File: src/rtl/six_step_commutator.sv
// six_step_commutator: six-step commutation with PWM chopping, a kick watchdog and a latched timeout fault.
// Outputs are registered one clk after the counter state; no flow control. SIX_STEP_SOFT_START_EN adds a duty ramp.
module six_step_commutator #(
  parameter int PWM_BITS   = 8,
  parameter int TICK_DIV   = 25000,
  parameter int WD_TIMEOUT = 5000000
`ifdef SIX_STEP_SOFT_START_EN
  , parameter int RAMP_DIV = 50000
`endif
) (
  input  logic                clk,
  input  logic                rst_n,
  input  logic                enable,
  input  logic                dir,
  input  logic [15:0]         step_period,
  input  logic [PWM_BITS-1:0] duty,
  input  logic                wd_kick,
  output logic                sw1,
  output logic                sw2,
  output logic                sw3,
  output logic                watchdog,
  output logic [2:0]          step_idx,
  output logic                fault
);
  localparam int WDW = $clog2(WD_TIMEOUT + 1);
  localparam int TKW = (TICK_DIV > 1) ? $clog2(TICK_DIV) : 1;
  localparam logic [WDW-1:0] WD_MAX   = WDW'(WD_TIMEOUT);
  localparam logic [TKW-1:0] TICK_MAX = TKW'(TICK_DIV - 1);

  typedef enum logic [1:0] {IDLE, RUN, FAULT} state_e;

  state_e              state_q, state_d;
  logic                kick_s1_q, kick_s2_q, kick_s3_q;
  logic                kick_edge, timeout, run, tick, pwm_on;
  logic [WDW-1:0]      wd_cnt_q, wd_cnt_d;
  logic [TKW-1:0]      tick_cnt_q, tick_cnt_d;
  logic [15:0]         step_cnt_q, step_cnt_d;
  logic [2:0]          step_idx_q, step_idx_d;
  logic [PWM_BITS-1:0] pwm_cnt_q, pwm_cnt_d;
  logic [PWM_BITS-1:0] duty_q, duty_d, duty_eff, duty_cmp;
  logic [2:0]          sw_q, sw_d;
  logic                watchdog_q, watchdog_d;
  logic                fault_q, fault_d;

  function automatic logic [2:0] step_pattern(input logic [2:0] idx);
    case (idx)
      3'd0:    step_pattern = 3'b100;
      3'd1:    step_pattern = 3'b110;
      3'd2:    step_pattern = 3'b010;
      3'd3:    step_pattern = 3'b011;
      3'd4:    step_pattern = 3'b001;
      3'd5:    step_pattern = 3'b101;
      default: step_pattern = 3'b000;
    endcase
  endfunction

  assign run       = (state_q == RUN);
  assign kick_edge = kick_s2_q ^ kick_s3_q;
  assign tick      = run && (tick_cnt_q == TICK_MAX);

  // Watchdog count only advances in RUN, so entering RUN always starts from zero.
  always_comb begin
    wd_cnt_d = '0;
    if (run && !kick_edge) begin
      wd_cnt_d = (wd_cnt_q == WD_MAX) ? WD_MAX : wd_cnt_q + 1'b1;
    end
  end
  assign timeout = run && (wd_cnt_d == WD_MAX);

  always_ff @(posedge clk or negedge rst_n) begin
    if (!rst_n) begin
      state_q <= IDLE;
    end else begin
      state_q <= state_d;
    end
  end

  always_comb begin
    state_d = state_q;
    case (state_q)
      IDLE:    if (enable) state_d = RUN;
      RUN:     if (!enable) state_d = IDLE;
               else if (timeout) state_d = FAULT;
      FAULT:   if (!enable) state_d = IDLE;
      default: state_d = IDLE;
    endcase
  end

  always_comb begin
    tick_cnt_d = '0;
    pwm_cnt_d  = '0;
    if (run) begin
      tick_cnt_d = tick ? '0 : tick_cnt_q + 1'b1;
      pwm_cnt_d  = pwm_cnt_q + 1'b1;
    end
  end

  // A period that starts this cycle already compares against the freshly sampled duty.
  assign duty_eff = (pwm_cnt_q == '0) ? duty : duty_q;
  always_comb begin
    duty_d = duty_q;
    if (pwm_cnt_q == '0) duty_d = duty;
  end

  always_comb begin
    step_cnt_d = step_cnt_q;
    step_idx_d = step_idx_q;
    if (!run || step_period == 16'd0) begin
      step_cnt_d = '0;
    end else if (tick) begin
      if (step_cnt_q >= step_period - 16'd1) begin
        step_cnt_d = '0;
        if (dir) step_idx_d = (step_idx_q == 3'd5) ? 3'd0 : step_idx_q + 3'd1;
        else     step_idx_d = (step_idx_q == 3'd0) ? 3'd5 : step_idx_q - 3'd1;
      end else begin
        step_cnt_d = step_cnt_q + 16'd1;
      end
    end
  end

`ifdef SIX_STEP_SOFT_START_EN
  localparam int RDW = (RAMP_DIV > 1) ? $clog2(RAMP_DIV) : 1;
  localparam logic [RDW-1:0] RAMP_MAX = RDW'(RAMP_DIV - 1);
  logic [RDW-1:0]      ramp_div_q, ramp_div_d;
  logic [PWM_BITS-1:0] ramp_q, ramp_d;

  always_comb begin
    ramp_div_d = '0;
    ramp_d     = '0;
    if (run) begin
      ramp_d = ramp_q;
      if (ramp_div_q == RAMP_MAX) begin
        ramp_div_d = '0;
        if (ramp_q != '1) ramp_d = ramp_q + 1'b1;
      end else begin
        ramp_div_d = ramp_div_q + 1'b1;
      end
    end
  end

  always_ff @(posedge clk or negedge rst_n) begin
    if (!rst_n) begin
      ramp_div_q <= '0;
      ramp_q     <= '0;
    end else begin
      ramp_div_q <= ramp_div_d;
      ramp_q     <= ramp_d;
    end
  end

  assign duty_cmp = (ramp_q < duty_eff) ? ramp_q : duty_eff;
`else
  assign duty_cmp = duty_eff;
`endif

  assign pwm_on = (pwm_cnt_q < duty_cmp);

  // Output decode: commands are only live while RUN is both current and next state.
  always_comb begin
    sw_d       = 3'b000;
    watchdog_d = (state_d == RUN);
    fault_d    = (state_d == FAULT);
    if (run && state_d == RUN && pwm_on) sw_d = step_pattern(step_idx_q);
  end

  always_ff @(posedge clk or negedge rst_n) begin
    if (!rst_n) begin
      kick_s1_q  <= 1'b0;
      kick_s2_q  <= 1'b0;
      kick_s3_q  <= 1'b0;
      wd_cnt_q   <= '0;
      tick_cnt_q <= '0;
      step_cnt_q <= '0;
      step_idx_q <= '0;
      pwm_cnt_q  <= '0;
      duty_q     <= '0;
      sw_q       <= 3'b000;
      watchdog_q <= 1'b0;
      fault_q    <= 1'b0;
    end else begin
      kick_s1_q  <= wd_kick;
      kick_s2_q  <= kick_s1_q;
      kick_s3_q  <= kick_s2_q;
      wd_cnt_q   <= wd_cnt_d;
      tick_cnt_q <= tick_cnt_d;
      step_cnt_q <= step_cnt_d;
      step_idx_q <= step_idx_d;
      pwm_cnt_q  <= pwm_cnt_d;
      duty_q     <= duty_d;
      sw_q       <= sw_d;
      watchdog_q <= watchdog_d;
      fault_q    <= fault_d;
    end
  end

  assign {sw1, sw2, sw3} = sw_q;
  assign watchdog        = watchdog_q;
  assign fault           = fault_q;
  assign step_idx        = step_idx_q;
endmodule

File: config.mk
export PLATFORM = sky130hd
export DESIGN_NAME = six_step_commutator
export DESIGN_NICKNAME = d
export VERILOG_FILES = /design/src/rtl/six_step_commutator.sv
export SDC_FILE = /design/constraint.sdc
export NUM_CORES = 1
export LEC_CHECK = 0
export CAP_MARGIN = 5
export CORE_MARGIN = 8
export CORE_UTILIZATION = 40
export DETAILED_ROUTE_END_ITERATION = 8
export PLACE_DENSITY = 0.64
export SKIP_CTS_REPAIR_TIMING = 1
export SYNTH_ARGS = -nofsm -noshare
export SYNTH_HDL_FRONTEND = slang
export SYNTH_SLANG_ARGS = --single-unit
File: constraint.sdc
create_clock -name clk -period 2.9 [get_ports clk]
set_input_delay 0.725 -clock clk [delete_from_list [all_inputs] [get_ports clk]]
set_output_delay 0.725 -clock clk [all_outputs]
set_load 0.05 [all_outputs]
==> results_dict.tcl <==
set metrics [dict create \
    status "complete, but fails checks" \
    violations "negative setup slack" \
    path_cells "buf_6, or4_4, or4_4, nor3_4, xnor2_1, ha_1, a21o_1, a21o_1, a2111oi_4, o41ai_4, a21oi_4, clkbuf_16, nand2_1, mux2i_1" \
    yosysTopAreaCellShare 0.3985 \
    cts_tree "built" \
    yosysTopAreaCell "dfrtp_1" \
    tightest_slew_ns 0.6502 \
    nFillCells 1163 \
    finalPower_mw 2.703 \
    postLayoutCoreUtil 0.5159 \
    cts_buffers 9 \
    finalNonFillerCells 808 \
    hold_viol 0 \
    core.rowCount 41 \
    ys_top_cells_by_area "dfrtp_1 40%, ha_1 7.9%, nor2_1 5.7%" \
    grt.busiest_layer "met2" \
    htreeDepth 3 \
    grt_pass1_wl_um 19570 \
    met3_usage 0.02815 \
    drtAntennaViolNets 0 \
    gp_congestion 0.8317 \
    cts_root_buffer "clkbuf_16" \
    cp_slowest_stage_delay_ns 0.56 \
    min_path_type "input pin to asynchronous set/reset pin" \
    grt_util_met2 0.2468 \
    die_x_um 130.2 \
    core_area_um2 12670 \
    synth_fp_nets 615 \
    vias 4185 \
    drv_slew 0 \
    cp_slowest_cell "or4_4" \
    pin_count 37 \
    setup_slack_ns -1.008 \
    ys_warn_count 0 \
    n_antenna_cell 0 \
    start_util 0.4114 \
    firstDrtPassIters 5 \
    drtIter0Drc 297 \
    timing.fmax_mhz 255.9 \
    dp_hpwl_um 8381 \
    cts.sinks 83 \
    final-seq-area_um2 2077 \
    multi_input_area_um2 3067 \
    ys_seq_area_frac 0.3985 \
    drive_gt1_frac 0.1777 \
    startpoint_type "input pin" \
    max-slew-margin-rel 0.5649 \
    grt_max_degree 49 \
    cp_num_buf_inv 2 \
    fin_skew_ns 0.005018 \
    worstPathRequired_ns 3.15 \
    grt_antenna_before_repair 0 \
    whs_ns 0.3376 \
    setup_violations 19 \
    clk_path_buf_depth 2 \
    placed_cells 787 \
    die_height_um 130.2 \
    clk_pin_slew_ns 0.06 \
    yosysUniqueCellTypes 64 \
    final_nets 693 \
    avgSynthCellArea_um2 9.426 \
    rsz0062_at_grt "true" \
    setup_tns_ns -17.06 \
    netlist_area_um2 5212 \
    finalCriticalPeriod_ns 3.908 \
    place_area_um2 6046 \
    finalCritPeriodShare 1.348 \
    grt_pass1_vias 4322 \
    pre_cts_ws_ns -1.478 \
    wl_um 11600 \
    port_buffers 36 \
    p_per_area_nw_per_um2 413.4 \
    critPathMaxFanout 14 \
    grtUsageTotal 0.1423 \
    critPathTopFamily "simple AND/OR/NAND/NOR gates" \
    synth-edff-count 0 \
    ys_ff_latch 83 \
    synthArstFlopShare 1.000 \
    routed_via_density 5.179 \
    drv_cap 0 \
    peakVddDrop_uv 268.5 \
    crit_arrival_ns 4.16 \
    leakagePower_nw 2.928 \
    stdcell_area_um2 6538 \
    drc 0 \
    clk_latency_ns 0.34 \
    ys.flop_type "dfrtp_1" \
    cp-end-kind "flip-flop" \
    areaGrowthSynthToFinish_pct 25.42 \
    grt_remaining_overflow 0 \
    wl_per_cell_um 14.36 \
    grt_use_met1 0.1683 \
    path_class "input pin to flip-flop" \
    syn_inst 553 \
    dieArea_um2 16940 \
]
==> flip-flops by register name (all words and copies together), names as in the netlist <==
register,count
sw_q,3
fault,1
kick_s3_q,1
watchdog,1
kick_s2_q,1
state_q,2
pwm_cnt_q,8
step_cnt_q,16
kick_s1_q,1
duty_q,8
wd_cnt_q,23
tick_cnt_q,15
step_idx,3
==> report_power, final <==
group	total, mW	internal [mW]	switching (mW)
Clock	1.16	0.694	0.470
Combinational	0.328	0.158	0.170
Sequential	1.21	1.19	0.0175
==> synth_stat cells (10+ instances only) <==
cell,count
nor3_1,17
a21oi_1,23
nand4_1,10
xor2_1,22
dfrtp_1,83
nand3_1,31
xnor2_1,30
and3_1,13
mux2i_1,20
nand2_1,40
inv_1,31
nor2_1,79
ha_1,33
==> worst register-to-register path: cells and delay by family (launching register included) <==
kind                       cells  cell delay (ns)
AOI/OAI and AO/OA              4             0.78
adders and majority gates      2             0.42
buffers and inverters          3             0.43
DFF                            1             0.37
muxes                          1             0.21
and+or+nand+nor                2             0.41
==> cell usage in the layout, fill, tap and decap left out, drive strengths merged, types with 22 or more instances in the layout <==
cell type	netlist	routed
ha	33	33
nor2	80	80
xor2	22	22
xnor2	30	30
inv	31	32
a21oi	24	24
nand2	42	42
nand3	32	32
clkdlybuf4s50	0	30
dfrtp	83	83
buf	12	46
==> cell type report <==
class                      instances  share of cell area
multi-input combinational        424              0.4691
clock inverter                     5            0.009187
sequential                        83              0.3177
timing repair buffer              82              0.1162
clock buffer                      11             0.03713
tap                              172             0.03292
inverter                          31             0.01780
==> routing by layer <==
| layer | part of all wire | wire length [um] |
|---|---|---|
| met1 | 0.45 | 5231 |
| met2 | 0.50 | 5775 |
| met3 | 0.035 | 408 |
| met4 | 0.016 | 188 |
| met5 | 0 | 0 |
==> cell families after synthesis <==
kind of cell,count (synthesis),synth area share
AOI/OAI and AO/OA,68,0.09338
xor gates and xnor gates,52,0.08737
adders and majority gates,33,0.07921
buffers and inverters,46,0.04201
DFF,83,0.3985
muxes,23,0.04489
and+or+nand+nor,248,0.2547
==> final timing paths <==
| kind | startpoint | cells after the start | to | slack [ns] |
|---|---|---|---|---|
| setup / recovery | step_period[2] | 14 | step_cnt_q[11]$_DFFE_PN0P_ | -1.01 |
| setup reg to reg | pwm_cnt_q[0]$_DFF_PN0_ | 12 | sw_q[0]$_DFF_PN0_ | 0.20 |
| min in group clk | kick_s1_q$_DFF_PN0_ | 0 | kick_s2_q$_DFF_PN0_ | 0.38 |
| hold reg to reg | kick_s1_q$_DFF_PN0_ | 0 | kick_s2_q$_DFF_PN0_ | 0.38 |
| max in group asynchronous | rst_n | 2 | tick_cnt_q[0]$_DFF_PN0_ | 1.95 |
| hold / removal | rst_n | 1 | wd_cnt_q[2]$_DFF_PN0_ | 0.34 |
(Power assumes the default switching activity.)
==> RTL change 1: new RTL, config.mk and constraints unchanged <==
The 3 states of `state_e` get a one-hot encoding in 3 bits.
--- a/src/rtl/six_step_commutator.sv
+++ b/src/rtl/six_step_commutator.sv
@@ -27,7 +27,7 @@
   localparam logic [WDW-1:0] WD_MAX   = WDW'(WD_TIMEOUT);
   localparam logic [TKW-1:0] TICK_MAX = TKW'(TICK_DIV - 1);
 
-  typedef enum logic [1:0] {IDLE, RUN, FAULT} state_e;
+  typedef enum logic [2:0] {IDLE = 3'b001, RUN = 3'b010, FAULT = 3'b100} state_e;
 
   state_e              state_q, state_d;
   logic                kick_s1_q, kick_s2_q, kick_s3_q;
Behaviour: same outputs for any inputs over 10 cycles, from zero or initial values and one cycle with rst_n low; not proved beyond that.
==> RTL change 1 against the original RTL <==
  * Setup slack better by 550 ps
  * Design area grew 0.48%
  * Critical endpoint is now step_cnt_q[3]
  * The run still ends with setup timing left
  * Non-clock buffer count stayed put
  * Total power rose by 6.3%
  * Clock power grew 6%
  * Sequential cell count rose by 1
  * Routed wire length down 1.4%
  * Synthesized area down 2.1%
==> RTL change 1: results <==
[worst_setup_path]
cp_slowest_cell = "a221o_1"
reg2reg_from = "wd_cnt_q[1]"
max_stage_delay_ps = 430
critPathMaxFanout = 7
ff2ff_setup_slack_ps = 240
timing.rr.end = "sw_q[1]"
worstRegToRegCells = 8

[detailed_routing]
drt_iter0_markers = 217
wl_per_cell_um = 14.4
dr.pass1.iters = 4
num_vias = 4162

[placement]
gp_congestion = 0.823
postPlaceCellArea_mm2 = 0.00604
dp_hpwl_um = 8370

[grt]
grt_use_total = 0.145
grt_max_degree = 85

[pwr]
p_leak_uw = 0.00287
vdd_drop_max_mv = 0.347
swShare = 0.245

[status]
outcome = "finished, violations left"
violations = "setup timing"

[layout]
drive_gt1_frac = 0.171

[sta]
setup_viol = 19
worst_slack_ps = -461
tns_ps = -7500
fin_skew_ps = 12.7

[synth]
synth_compound_area_frac = 0.102
ys_types = 58
avgSynthCellArea_um2 = 9.43
synthTopCellsByArea = "dfrtp_1, ha_1, nor2_1, xnor2_1, xor2_1"
synthTopCellsByCount = "dfrtp_1, nor2_1, nand2_1"
seq_area_frac_synth = 0.412
synth.net_count = 603
synthAdderAreaFrac = 0.0809
-- RTL change 1: changes by cell type after synthesis, sizes merged, moves of 3 or more --
| cell | delta |
|---|---|
| nor2 | -7 |
| nor3 | -5 |
| clkbuf | +4 |
| or3 | -3 |
| a211oi | +6 |
| xor2 | +7 |
| o21a | -7 |
| buf | -6 |
| o2111a | +3 |
| o21ai | +4 |
| nor4 | +6 |
-- RTL change 1: per-layer routing --
metal  up-vias  track usage  part of all wire
met5         -            0                 0
met4         0       0.0567             0.016
met3        17       0.0319             0.032
met2        52        0.248              0.50
met1      2021        0.173              0.45
li1       2072            -                 -
-- RTL change 1: power groups by stage --
stage	clock, µW	combinational, µW	sequential [µW]
6_report	1230	404	1240
5_1_grt	1310	453	1240
4_1_cts	1260	393	1240
3_5_place_dp	0	391	1260
3_3_place_gp	0	380	1260
2_1_floorplan	0	180	1270
-- RTL change 1: worst max-delay path, delay by kind of cell --
| family | cells | cell delay [ps] |
|---|---|---|
| AO/OA/AOI/OAI | 5 | 940 |
| XOR/XNOR | 1 | 110 |
| adder cells (fa/ha/maj) | 2 | 430 |
| buffers and inverters | 5 | 560 |
| AND/OR/NAND/NOR | 4 | 850 |
-- RTL change 1: cell families after synthesis --
| family | after synthesis |
|---|---|
| simple gates | 227 |
| mux | 20 |
| xor+xnor | 60 |
| flops | 84 |
| compound gates | 74 |
| fa+ha+maj | 33 |
| buf+inv | 43 |
-- RTL change 1: worst max-delay path by stage --
| stage | end | startpoint | cells after the start | slack (ps) |
|---|---|---|---|---|
| 3_5_place_dp | step_idx[0] | step_period[0] | 15 | -970 |
| 4_1_cts | step_idx[0] | step_period[0] | 15 | -620 |
| 3_3_place_gp | step_idx[0] | step_period[0] | 15 | -920 |
| 2_1_floorplan | step_cnt_q[9] | step_period[0] | 14 | -210 |
| 6_report | step_cnt_q[3] | step_period[0] | 17 | -460 |
| 5_1_grt | step_cnt_q[5] | step_period[0] | 17 | -630 |
-- RTL change 1: metrics by stage --
step	hold WS, ps	setup slack, ps	instances
4_1_cts	353	-621	792
5_1_grt	376	-631	797
3_5_place_dp	340	-966	777
6_report	357	-461	797
3_3_place_gp	345	-915	777
2_1_floorplan	331	-213	541
-- RTL change 1: area by class of cell --
class                      instances  area [µm²]
clock buffer                      11         243
clock inverter                     4        73.8
fill                            1149        5950
inverter                          30         128
multi-input combinational        414        3010
sequential                        84        2100
tap                              172         215
timing repair buffer              82         798
==> RTL change 2: new RTL, same settings <==
Made on the original files. Add a define of `SIX_STEP_SOFT_START_EN`.
--- a/src/rtl/six_step_commutator.sv
+++ b/src/rtl/six_step_commutator.sv
@@ -1,5 +1,7 @@
 // six_step_commutator: six-step commutation with PWM chopping, a kick watchdog and a latched timeout fault.
 // Outputs are registered one clk after the counter state; no flow control. SIX_STEP_SOFT_START_EN adds a duty ramp.
+`define SIX_STEP_SOFT_START_EN
+
 module six_step_commutator #(
   parameter int PWM_BITS   = 8,
   parameter int TICK_DIV   = 25000,
Check against the original RTL: not equivalent (Yosys sat finds a counterexample within 4 cycles, from zero or initial values and one cycle with rst_n low).
==> RTL change 2 against the original RTL <==
  * Sequential cell count is 24 higher
  * Total power is 20% higher
  * Highest routed layer is now met5
  * Routed wire length is 27% higher
  * Critical endpoint is now sw_q[1]
  * Cell count is 25% higher
  * Combinational power is 37% higher
  * Setup slack better by 39 ps
  * The run still ends with setup timing left
  * Non-clock buffer count is 35 higher
  * Design area is 27% higher
  * Synthesized area is 23% higher
==> RTL change 2: results <==
[status]
violations = "setup timing"
outcome = "finished, violations left"

[worst_setup_path]
arrival_ps = 4120
timing.rr.end = "sw_q[1]"
critPathMaxFanout = 7
worstRegToRegCells = 18

[grt]
first_global_vias = 5320
grt_pass1_wl_um = 24500
grt_use_total = 0.147
grt_max_degree = 45
antenna_found_initial = 1

[synth]
synthTopCellsByCount = "dfrtp_1, nor2_1, nand3_1"
seq_area_frac_synth = 0.417

[sta]
worst_slack_ps = -969
tightest_slew_ps = 561
tns_ps = -14880
setup_viol = 22

[pwr]
p_leak_uw = 0.00368
vdd_drop_max_mv = 0.274

[detailed_routing]
wl_per_cell_um = 14.6
routed.top_layer = "met5"
wl_met1_um = 6790
wl_met3_um = 539
vias_per_cell = 5.25
drt_iter0_markers = 396
wl_met2_um = 7100

[layout]
final_nets = 861
reg.largest.list = "wd_cnt_q: 23 flops, ramp_div_q: 16 flops, step_cnt_q: 16 flops"
drive_gt1_frac = 0.206

[placement]
gp_congestion = 0.846
dp_hpwl_um = 10900
-- RTL change 2: changes by cell type after synthesis, sizes merged, moves of 6 or more --
cell | before | now
dfrtp | 83 | 107
nand3 | 32 | 51
clkbuf | 3 | 13
xnor2 | 30 | 40
xor2 | 22 | 32
a31oi | 1 | 10
ha | 33 | 42
o21ai | 7 | 16
a21oi | 24 | 16
nand2 | 42 | 50
nor2 | 80 | 88
a21o | 6 | 12
and4 | 1 | 7
buf | 12 | 6
-- RTL change 2: critical path, cell delays in order, from the launching register on --
cell and delay (ps):
dfrtp_1 390, inv_2 70, ha_4 120, nor4b_4 250
nand2_4 140, mux2_4 350, inv_4 60, ha_4 190
a21o_1 180, a21o_1 200, a221oi_4 350, o21ai_4 160
mux2i_2 230, ha_1 270, a21o_1 190, a211oi_2 230
o21ai_2 110, buf_4 150, nor4_2 130
-- RTL change 2: cell type report --
cell class | count | area, µm²
clock inverters | 6 | 72.6
flip-flops and latches | 107 | 2680
fillers | 1420 | 7470
inverters | 33 | 141
clock buffers | 10 | 229
multi-input cells | 522 | 3850
repair buffers | 117 | 1060
well taps | 216 | 270
-- RTL change 2: how the worst max path moves through the flow --
| stage | from | end | slack (ps) | cells after the start |
|---|---|---|---|---|
| after global routing | pwm_cnt_q[0] | sw_q[1] | -1140 | 18 |
| after CTS | pwm_cnt_q[0] | sw_q[0] | -1000 | 17 |
| after floorplan | pwm_cnt_q[0] | sw_q[0] | -560 | 17 |
| after detailed placement | step_period[0] | step_cnt_q[6] | -1320 | 14 |
| after global placement | step_period[0] | step_cnt_q[6] | -1210 | 14 |
| final | pwm_cnt_q[1] | sw_q[1] | -970 | 18 |
-- RTL change 2: routing by layer --
metal,vias up,global-route usage
met5,-,0
met4,2,0.0749
met3,20,0.0217
met2,94,0.235
met1,2551,0.189
li1,2641,-
-- RTL change 2: logic make-up (layout without fill, tap and decap cells) --
group,Yosys count,count (layout),share of synthesized area
fa+ha+maj,42,42,0.0819
mux,24,24,0.0390
simple gates,304,304,0.245
flops,107,107,0.417
buf+inv,52,166,0.0320
compound gates,80,80,0.0867
xor+xnor,72,72,0.0982
-- RTL change 2: through the flow --
step | instances | cell area [µm²] | hold slack, ps | setup slack (ps)
finish | 1011 | 8300 | 360 | -969
global route | 1011 | 8300 | 383 | -1140
CTS | 996 | 7930 | 359 | -996
detailed placement | 980 | 7630 | 340 | -1320
global placement | 980 | 7630 | 344 | -1210
floorplan | 681 | 6560 | 331 | -560
-- RTL change 2: power breakdown --
group	internal [µW]	switching [µW]
combinational	225	224
sequential	1530	25.3
clock	679	559
total	2440	808
